===== config.mk =====
export PLATFORM = sky130hd
export DESIGN_NAME = mem_stage_lsu
export DESIGN_NICKNAME = d
export VERILOG_FILES = /design/src/rtl/mem_stage_lsu.sv
export SDC_FILE = /design/constraint.sdc
export NUM_CORES = 1
export LEC_CHECK = 0
export ABC_AREA = 1
export CAP_MARGIN = 20
export CORE_MARGIN = 2
export CORE_UTILIZATION = 39
export CTS_CLUSTER_SIZE = 25
export DETAILED_ROUTE_END_ITERATION = 16
export PLACE_DENSITY = 0.78
export REMOVE_ABC_BUFFERS = 1
export SYNTH_ARGS = -nofsm -noshare
export SYNTH_HDL_FRONTEND = slang
export SYNTH_SLANG_ARGS = --single-unit

===== constraint.sdc =====
create_clock -name clk -period 2.76 [get_ports clk]
set_input_delay 0.414 -clock clk [delete_from_list [all_inputs] [get_ports clk]]
set_output_delay 0.414 -clock clk [all_outputs]
set_load 0.05 [all_outputs]

===== src/rtl/mem_stage_lsu.sv =====
// Memory-access stage of the RV32I pipeline: dmem ready/valid requests, lane alignment, load extension.
// Optional LSU_MISALIGN_TRAP_EN: misaligned/UNDEF memory ops fault instead of being force-aligned.
module mem_stage_lsu #(
  parameter int ADDR_WIDTH = 9
) (
  input  logic                  clk,
  input  logic                  rst,
  input  logic                  ex_valid,
  input  logic                  ex_mem_read,
  input  logic                  ex_mem_write,
  input  logic [2:0]            ex_size,
  input  logic [31:0]           ex_addr,
  input  logic [31:0]           ex_wdata,
  input  logic [31:0]           ex_result,
  input  logic [4:0]            ex_rd,
  input  logic                  ex_reg_write,
  output logic                  stall,
  output logic                  dmem_req,
  output logic                  dmem_we,
  output logic [ADDR_WIDTH-1:0] dmem_addr,
  output logic [3:0]            dmem_be,
  output logic [31:0]           dmem_wdata,
  input  logic                  dmem_ready,
  input  logic                  dmem_rvalid,
  input  logic [31:0]           dmem_rdata,
  output logic                  misaligned,
  output logic                  wb_valid,
  output logic                  wb_reg_write,
  output logic [4:0]            wb_rd,
  output logic [31:0]           wb_data
);

  typedef enum logic [2:0] {
    SIZE_UNDEF  = 3'd0,
    SIZE_BYTE_S = 3'd1,
    SIZE_BYTE_U = 3'd2,
    SIZE_HALF_S = 3'd3,
    SIZE_HALF_U = 3'd4,
    SIZE_WORD   = 3'd5
  } data_size_e;

  typedef enum logic [1:0] {S_IDLE, S_REQ, S_RESP} state_e;

  state_e      state;
  logic        mem_op;
  logic        is_byte, is_half, is_signed;
  logic        size_bad, addr_bad, fault;
  logic        complete, stall_c;
  logic [3:0]  be_next;
  logic [31:0] wdata_next, load_data;
  logic [7:0]  sel_byte;
  logic [15:0] sel_half;

  assign mem_op = ex_valid & (ex_mem_read | ex_mem_write);

  // NOTE: every combinational output gets a default first so no path infers a latch.
  always_comb begin
    is_byte   = 1'b0;
    is_half   = 1'b0;
    is_signed = 1'b0;
    size_bad  = 1'b0;
    addr_bad  = 1'b0;
    case (ex_size)
      SIZE_BYTE_S: begin is_byte = 1'b1; is_signed = 1'b1; end
      SIZE_BYTE_U: is_byte = 1'b1;
      SIZE_HALF_S: begin is_half = 1'b1; is_signed = 1'b1; addr_bad = ex_addr[0]; end
      SIZE_HALF_U: begin is_half = 1'b1; addr_bad = ex_addr[0]; end
      SIZE_WORD:   addr_bad = |ex_addr[1:0];
      default:     size_bad = 1'b1;
    endcase
  end

`ifdef LSU_MISALIGN_TRAP_EN
  assign fault = mem_op & (size_bad | addr_bad);
`else
  // Without trapping, lane selection ignores the low address bits and UNDEF falls through as WORD.
  logic unused_fault;
  assign fault        = 1'b0;
  assign unused_fault = size_bad ^ addr_bad;
`endif

  logic unused_addr;
  assign unused_addr = ^ex_addr[31:ADDR_WIDTH+2];

  always_comb begin
    be_next    = 4'b1111;
    wdata_next = ex_wdata;
    if (is_byte) begin
      be_next    = 4'b0001 << ex_addr[1:0];
      wdata_next = {4{ex_wdata[7:0]}};
    end else if (is_half) begin
      be_next    = 4'b0011 << {ex_addr[1], 1'b0};
      wdata_next = {2{ex_wdata[15:0]}};
    end
  end

  assign sel_byte = 8'(dmem_rdata >> {ex_addr[1:0], 3'b000});
  assign sel_half = ex_addr[1] ? dmem_rdata[31:16] : dmem_rdata[15:0];

  always_comb begin
    load_data = dmem_rdata;
    if (is_byte)      load_data = {{24{is_signed & sel_byte[7]}}, sel_byte};
    else if (is_half) load_data = {{16{is_signed & sel_half[15]}}, sel_half};
  end

  always_comb begin
    complete = 1'b0;
    stall_c  = 1'b0;
    case (state)
      S_IDLE: stall_c = mem_op & ~fault;
      S_REQ: begin
        complete = dmem_ready & (dmem_we | dmem_rvalid);
        stall_c  = ~complete;
      end
      S_RESP: begin
        complete = dmem_rvalid;
        stall_c  = ~complete;
      end
      default: ;
    endcase
  end

  assign stall = stall_c & ~rst;

  // NOTE: sequential state uses non-blocking assignments so every register samples pre-edge values.
  always_ff @(posedge clk or posedge rst) begin
    if (rst) begin
      state        <= S_IDLE;
      dmem_req     <= 1'b0;
      dmem_we      <= 1'b0;
      dmem_addr    <= '0;
      dmem_be      <= '0;
      dmem_wdata   <= '0;
      wb_valid     <= 1'b0;
      wb_reg_write <= 1'b0;
      wb_rd        <= '0;
      wb_data      <= '0;
    end else begin
      case (state)
        S_IDLE: begin
          if (mem_op && !fault) begin
            state      <= S_REQ;
            dmem_req   <= 1'b1;
            dmem_we    <= ex_mem_write;
            dmem_addr  <= ex_addr[ADDR_WIDTH+1:2];
            dmem_be    <= be_next;
            dmem_wdata <= wdata_next;
          end
        end
        S_REQ: begin
          if (dmem_ready) begin
            dmem_req <= 1'b0;
            state    <= (dmem_we || dmem_rvalid) ? S_IDLE : S_RESP;
          end
        end
        S_RESP: begin
          if (dmem_rvalid) state <= S_IDLE;
        end
        default: state <= S_IDLE;
      endcase

      if (stall_c) begin
        wb_valid     <= 1'b0;
        wb_reg_write <= 1'b0;
      end else begin
        wb_valid     <= ex_valid;
        wb_rd        <= ex_rd;
        wb_data      <= (complete && !dmem_we) ? load_data : ex_result;
        // Stores and trapped accesses never write rd.
        wb_reg_write <= ex_valid & ex_reg_write & ~(mem_op & (ex_mem_write | fault));
      end
    end
  end

`ifdef LSU_MISALIGN_TRAP_EN
  always_ff @(posedge clk or posedge rst) begin
    if (rst) misaligned <= 1'b0;
    else     misaligned <= ~stall_c & fault;
  end
`else
  assign misaligned = 1'b0;
`endif

endmodule


Word level (Yosys, flattened, before mapping) --
Cells that the tools add are included. W data, S select, Z words.
Operators by class: shift operators 3, bitwise gates (word level) 14, reduce and logical (&&, ||, !) cells 11, muxes and demuxes 23, equality and inequality tests 9
Operators by type and width (number):
- $mux W32 | 5
- $shr A32 B5 Y8 | 1
- $mux W16 | 1
- $and A1 B1 Y1 | 8
- $mux W2 | 4
- $mux W4 | 2
- $mux W1 | 7
- $eq A3 B2 Y1 const B | 2
- $ne A2 B2 Y1 const B | 3
- $pmux W2 S3 | 1
- $reduce_and A3 Y1 | 2
- $reduce_or A2 Y1 | 3
- $not A1 Y1 | 4
- $pmux W1 S2 | 2
- $shl A1 B2 Y4 const A | 1
- $shl A2 B2 Y4 const A | 1
- $eq A3 B1 Y1 const B | 1
- $eq A3 B3 Y1 const B | 1
- $pmux W1 S3 | 1
- $eq A2 B1 Y1 const B | 1
- $eq A2 B2 Y1 const B | 1
- $logic_not A2 Y1 | 1
- $or A1 B1 Y1 | 2
- $reduce_and A2 Y1 | 1
- 4 further kinds | 4
Storage, ports and cells: bits in registers 88, output and inout bits 88, word-level logic and storage cells 70

Longest topological paths before layout --
Gate-level depths: netlist of the first run.
depth in word-level cells 7, gate-level depth with buffers 13, mapped depth without buffers 11

Worst setup path after synthesis of the first run --
OpenSTA, ideal clock, no wires.
kind register to output, from register state[1], to output port stall, required time 2.346 ns, slack 0.437 ns, buffers on the path 2, cell stages (with the launch flop) 11, arrival 1.909 ns, path through dfrtp_1 -> inv_1 -> ha_1 -> nand2_1 -> nand2_1 -> inv_1 -> nand3_1 -> nand2_1 -> buf_4 -> buf_4 -> nor2_1
Between the ends: longest elaborated chain between the ends 3, elaborated cells between the ends (all ways) 5, those cells by class eq/ne: 2; mux: 1; bitwise: 1; reduce/logical: 1
RTL lines:
- start: declaration | RTL line 44 | state_e state;
- start signal: assignment | RTL line 153 | state <= (dmem_we || dmem_rvalid) ? S_IDLE : S_RESP;
- $eq A2 B2 Y1 (tied with other cells) | RTL line 109 | case (state)
- $pmux W1 S3 * | RTL line 109
- $and A1 B1 Y1 * | RTL line 123 | assign stall = stall_c & ~rst;
- end: declaration | RTL line 17 | output logic stall,
Mark *: on every way between the ends. The rest lies on a longest branch, timed or not.

Final worst setup path of the first run --
Ends and elaborated chain as after synthesis.

==> results of run 1 <==
power groups by stage:
stage	sequential (mW)	combinational (mW)	clock [mW]
3_3_place_gp	2.28	5.51	0
5_1_grt	2.36	5.94	1.29
3_5_place_dp	2.28	5.59	0
6_report	2.28	5.55	1.21
2_1_floorplan	4.40	1.48	0
4_1_cts	2.28	5.60	1.23
synth_stat cells (all sizes together):
cell     count
o21ai       64
dfrtp       88
o211ai       1
conb         1
inv         84
ha           6
nand3       82
clkinv       3
a2bb2oi     20
buf         39
a21oi       23
nor2        12
nand2      355
clkbuf       7
routing by layer:
layer	share of wire (%)	vias to the layer above	track usage (%)
met5	0	-	0
li1	-	2832	-
met4	2.2	0	8.55
met3	7.2	23	5.08
met2	46	173	36.7
met1	44	2584	29.8
flip-flops by register name (all words and copies together) (netlist names), 2 cells and up:
| signal | flops |
|---|---|
| state | 2 |
| dmem_wdata | 32 |
| wb_rd | 5 |
| dmem_be | 4 |
| wb_data | 32 |
| dmem_addr | 9 |
placed cells by master (no fill, tap or decap), types with 2 or more instances in the layout:
master           netlist  routed
a21oi_1               22      22
a2bb2oi_1             20      20
buf_12                 0       3
buf_4                 12      10
clkbuf_16              0       9
clkdlybuf4s50_1        0     208
clkinv_1               2       2
clkinv_4               1       2
clkinvlp_4             0       2
dfrtp_1               88      88
ha_1                   6       6
inv_1                 78      77
inv_2                  6       6
inv_6                  0       3
nand2_1              350     350
nand2_4                3       3
nand3_1               78      78
nand3_4                3       3
nor2_1                12      12
o21ai_0               61      61
o21ai_1                3       3
critical path: stages, from the launching register on:
cell and delay [ns]:
dfrtp_1 0.42, inv_1 0.13, ha_1 0.21, nand2_1 0.08
nand2_1 0.07, inv_1 0.05, nand3_1 0.07, nand2_1 0.10
nor2_1 0.20, buf_12 0.17
through the flow:
stage / setup WS [ns] / util (%) / setup TNS, ns
3_3_place_gp: 0.450 / 56.6 / 0
4_1_cts: 0.493 / 58.7 / 0
3_5_place_dp: 0.330 / 56.6 / 0
2_1_floorplan: -0.450 / - / -2.90
5_1_grt: 0.331 / 58.7 / 0
6_report: 0.504 / 58.7 / 0
worst max path at each step:
stage	from	endpoint	slack (ns)	cells past startpoint
6_report	state[1]	stall	0.50	9
5_1_grt	state[1]	stall	0.33	9
4_1_cts	state[1]	stall	0.49	9
3_5_place_dp	ex_mem_write	wb_data[18]	0.33	9
3_3_place_gp	ex_mem_write	dmem_wdata[30]	0.45	9
2_1_floorplan	state[0]	stall	-0.45	6
layout make-up:
cell class                      count  area [um^2]
Clock buffer                        9          225
Clock inverter                      7         61.3
Sequential cell                    88         2200
Tap cell                          176          220
Inverter                           87          334
Fill cell                        1296         5510
Multi-Input combinational cell    564         2580
Timing Repair Buffer              221         2220
kinds of logic (layout without fill, tap and decap cells):
family / after synthesis / in the layout
AOI/OAI and AO/OA: 108 / 108
adders and majority gates: 6 / 6
and+or+nand+nor: 449 / 449
other: 1 / 1
buffers and inverters: 133 / 324
DFF: 88 / 88
==> impl_metrics.toml, run 1 <==
[status]
status = "completed"

[floorplan]
pin_count = 232
dieWidth_um = 121
core_area_um2 = 13300
start_util_pct = 40.3
rows = 42
die_h_um = 121
fp.dieArea_um2 = 14800

[sta]
tightest_slew_ns = 0.992
setup_viol = 0
skew_ns = 0.0114
rsz0062_at_grt = "false"
maxSlewHeadroom_pct = 33.8
post-route-period-util_pct = 81.7
finalMaxSlewViolations = 0
hold_slack_ns = 0.449
fin_crit_ns = 2.26
fmax_mhz = 443
finalHoldViolCount = 0

[setup_path]
worstPathArrival_ns = 1.84
required_ns = 2.35
cp-start-kind = "flop"
critPathKind = "reg -> out"
r2r-end = "wb_data[14]"
worstRegToRegCells = 10
end_kind = "output port"
r2r_slack_ns = 0.58
reg2reg_from = "state[1]"
crit_fanout = 4

[finish]
drive_gt1_share_pct = 4.82
area_growth_pct = 45.7
instances_no_fill = 1152
nets = 1121
diodes = 0
final_area_um2 = 7840

[route]
num_vias = 5612
drc_errors = 0
wl_per_cell_um = 14.1
viasPerCell = 4.87
drt_wl_total_um = 16300
drt_iter0_drc = 373
final_antenna_net_count = 0
firstDrtPassIters = 4

[synthesis]
synthesis.area_um2 = 5380
synth_cell_type_count = 26
muxShareOfSynthArea_pct = 0
synth_top_family_by_area = "simple AND/OR/NAND/NOR gates"
yosys.area_share.simple_pct = 34.8
yosysTopAreaCellShare_pct = 40.9
synth_compound_area_share_pct = 11.6
yosys.area.top_type = "dfrtp_1"
syn_avg_cell_area_um2 = 6.85
synthXorXnorAreaFrac_pct = 0
ys_seq_elements = 88
synth_fa_ha_area_share_pct = 1.40
synthCells = 785
synth_area_leaders = "dfrtp_1, nand2_1, nand3_1, o21ai_0, inv_1"
ys_seq_area_share_pct = 40.9
yosysWarnings = 0

[clocking]
cts_sinks = 88
cts_root_buf = "clkbuf_16"
cts_resized = 0
cts_made_buffers = 9
cts_tree = "yes"
postCtsSetupRepairBufs = 0
htreeDepth = 3
cts.hold.buffers_added = 0
clk-insertion-delay-late_ns = 0.35
clk_path_buf_depth = 2
clk_pin_slew_ns = 0.07

[power_and_ir_drop]
power.total_mw = 9.04
netSwitchingFraction_pct = 51.3
comb_power_share_pct = 61.4
netSwitchingPower_mw = 4.64
ir_worst_vdd_mv = 1.00
seq_power_share_pct = 25.2
cellPowerDensity_nw_per_um2 = 1150
power.internal_mw = 4.40
pwr-share-clk_pct = 13.4
leakagePower_nw = 4.03

[run]
cap_violations = 0

[global_routing]
grt_pass1_wl_um = 26600
antenna_found_initial = 0
grt_max_degree = 56
grt.total_usage_pct = 22.7
grt_pass1_vias = 5465
overflow = 0

[place]
dpl-instance-area_um2 = 7550
dp_cells = 1136
io_buffer_count = 209
globalplace.congestion = 0.837
hpwl_um = 11500

[min_path]
hp-class = "in -> async"
Note: power is estimated with default switching activity, not from simulation.
==> inputs of run 2 (changes only) <==
CORE_UTILIZATION = 43   (was 39)
PLACE_DENSITY = 0.81   (was 0.78)
clock period = 2.1 ns   (was 2.76 ns; I/O delays follow)
==> run 2 against run 1 <==
Hold slack got worse by 0.081 ns. Critical path type unchanged. Sequential power rose by 31%. Routed wire length rose by 0.51%. Highest routed layer unchanged. Via count rose by 0.43%. Final cell count rose by 0.61%. Sequential cell count did not move.
==> impl_metrics.toml, run 2 (same netlist as run 1, synthesis figures left out) <==
[status]
status = "completed"

[finish]
nets = 1136
fillers = 1076
drive_gt1_share_pct = 7.06
final_common_cell = "nand2_1"
area_growth_pct = 49.9
reg.largest.list = "dmem_wdata (32), wb_data (32), dmem_addr (9)"
layout_common_cells = "nand2_1, clkdlybuf4s50_1, dfrtp_1, nand3_1, inv_1"
fin_util_pct = 66.6
diodes = 0
instances_no_fill = 1159

[global_routing]
antenna_found_initial = 0
grt_max_degree = 57
grt.total_usage_pct = 25.2
overflow = 0
grt_pass1_wl_um = 26400
grt_pass1_vias = 5268

[sta]
finalMaxSlewViolations = 0
tightest_slew_ns = 0.553
setup_viol = 0
finalHoldViolCount = 0
skew_ns = 0.00606
fin_crit_ns = 1.99
post-route-period-util_pct = 94.5
rsz0062_at_grt = "false"
maxSlewHeadroom_pct = 63.0
fmax_mhz = 504
setup_tns_ns = 0

[run]
cap_violations = 0

[setup_path]
end_kind = "output port"
critPathKind = "reg -> out"
cp-start-kind = "flop"
crit_fanout = 3
required_ns = 1.78
worstPathArrival_ns = 1.67

[clocking]
cts_tree = "yes"
clk-insertion-delay-late_ns = 0.36
cts_made_buffers = 9
cts.hold.buffers_added = 0
cts_root_buf = "clkbuf_16"
clk_pin_slew_ns = 0.07
cts_sinks = 88
htreeDepth = 3
clk_path_buf_depth = 2

[floorplan]
pin_count = 232
core_area_um2 = 12100
dieWidth_um = 116
start_util_pct = 44.4
die_h_um = 116
rows = 40
fp.dieArea_um2 = 13400

[route]
firstDrtPassIters = 5
wl_per_cell_um = 14.1
drc_errors = 0
drt_wl_total_um = 16300
final_antenna_net_count = 0
num_vias = 5636
drt_iter0_drc = 384
viasPerCell = 4.86

[place]
io_buffer_count = 209
dp_cells = 1141
hpwl_um = 11600
globalplace.congestion = 0.851

[power_and_ir_drop]
cellPowerDensity_nw_per_um2 = 1520
leakagePower_nw = 4.14
ir_worst_vdd_mv = 0.957

[min_path]
hp-class = "in -> async"
## run 2: critical path: stages (launching register included)
cell and delay, ns:
dfrtp_1 0.42, buf_4 0.15, ha_1 0.18, nand2_1 0.06, nand2_1 0.05, inv_1 0.07, nand3_2 0.09, nand2_4 0.09
nor2_4 0.05, buf_12 0.15
## run 2: final cells by class
type	count	area, um^2	area share [%]
Multi-Input combinational cell	564	2620	32.5
Tap cell	168	210	2.61
Sequential cell	88	2200	27.3
Timing Repair Buffer	236	2370	29.3
Inverter	87	334	4.14
Clock buffer	9	225	2.79
Clock inverter	7	104	1.29
## run 2: metal layers
| metal | vias to the layer above | routed length (um) | track usage (%) |
|---|---|---|---|
| li1 | 2867 | - | - |
| met1 | 2566 | 7140 | 33.4 |
| met2 | 181 | 7830 | 41.0 |
| met3 | 22 | 1010 | 5.75 |
| met4 | 0 | 350 | 8.17 |
| met5 | - | 0 | 0 |
## run 2: per-stage QoR
step	area [um^2]	hold slack (ns)	setup slack (ns)	total power [mW]
6_report	8070	0.368	0.115	12.3
5_1_grt	8070	0.403	0.0102	13.0
4_1_cts	8030	0.378	0.00321	12.3
3_5_place_dp	7680	0.463	0.0638	10.4
3_3_place_gp	7680	0.461	0.138	10.3
2_1_floorplan	5110	0.425	-1.01	7.72
## run 2: final timing paths
check	to	cells past startpoint	startpoint	slack, ns
min in group clk	wb_data[17]	2	wb_data[17]	0.48
max reg2reg	wb_data[15]	13	state[1]	0.26
max in group asynchronous	state[0]	3	rst	1.22
min	dmem_be[3]	2	rst	0.37
min reg2reg	wb_data[17]	2	wb_data[17]	0.48
max	stall	9	state[1]	0.11
## run 2: timing repair
item | 4_1_cts | 5_1_grt
setup endpoints to repair | 1 | 1
pin swaps | 1 | 1
gates resized for setup | 6 | 6
gates cloned | 0 | 0
setup buffers | 1 | 1
## run 2: where the power goes
part           switching, mW  internal (mW)
combinational           4.94           2.57
clock                  0.740           1.06
sequential             0.461           2.53
total                   6.14           6.15
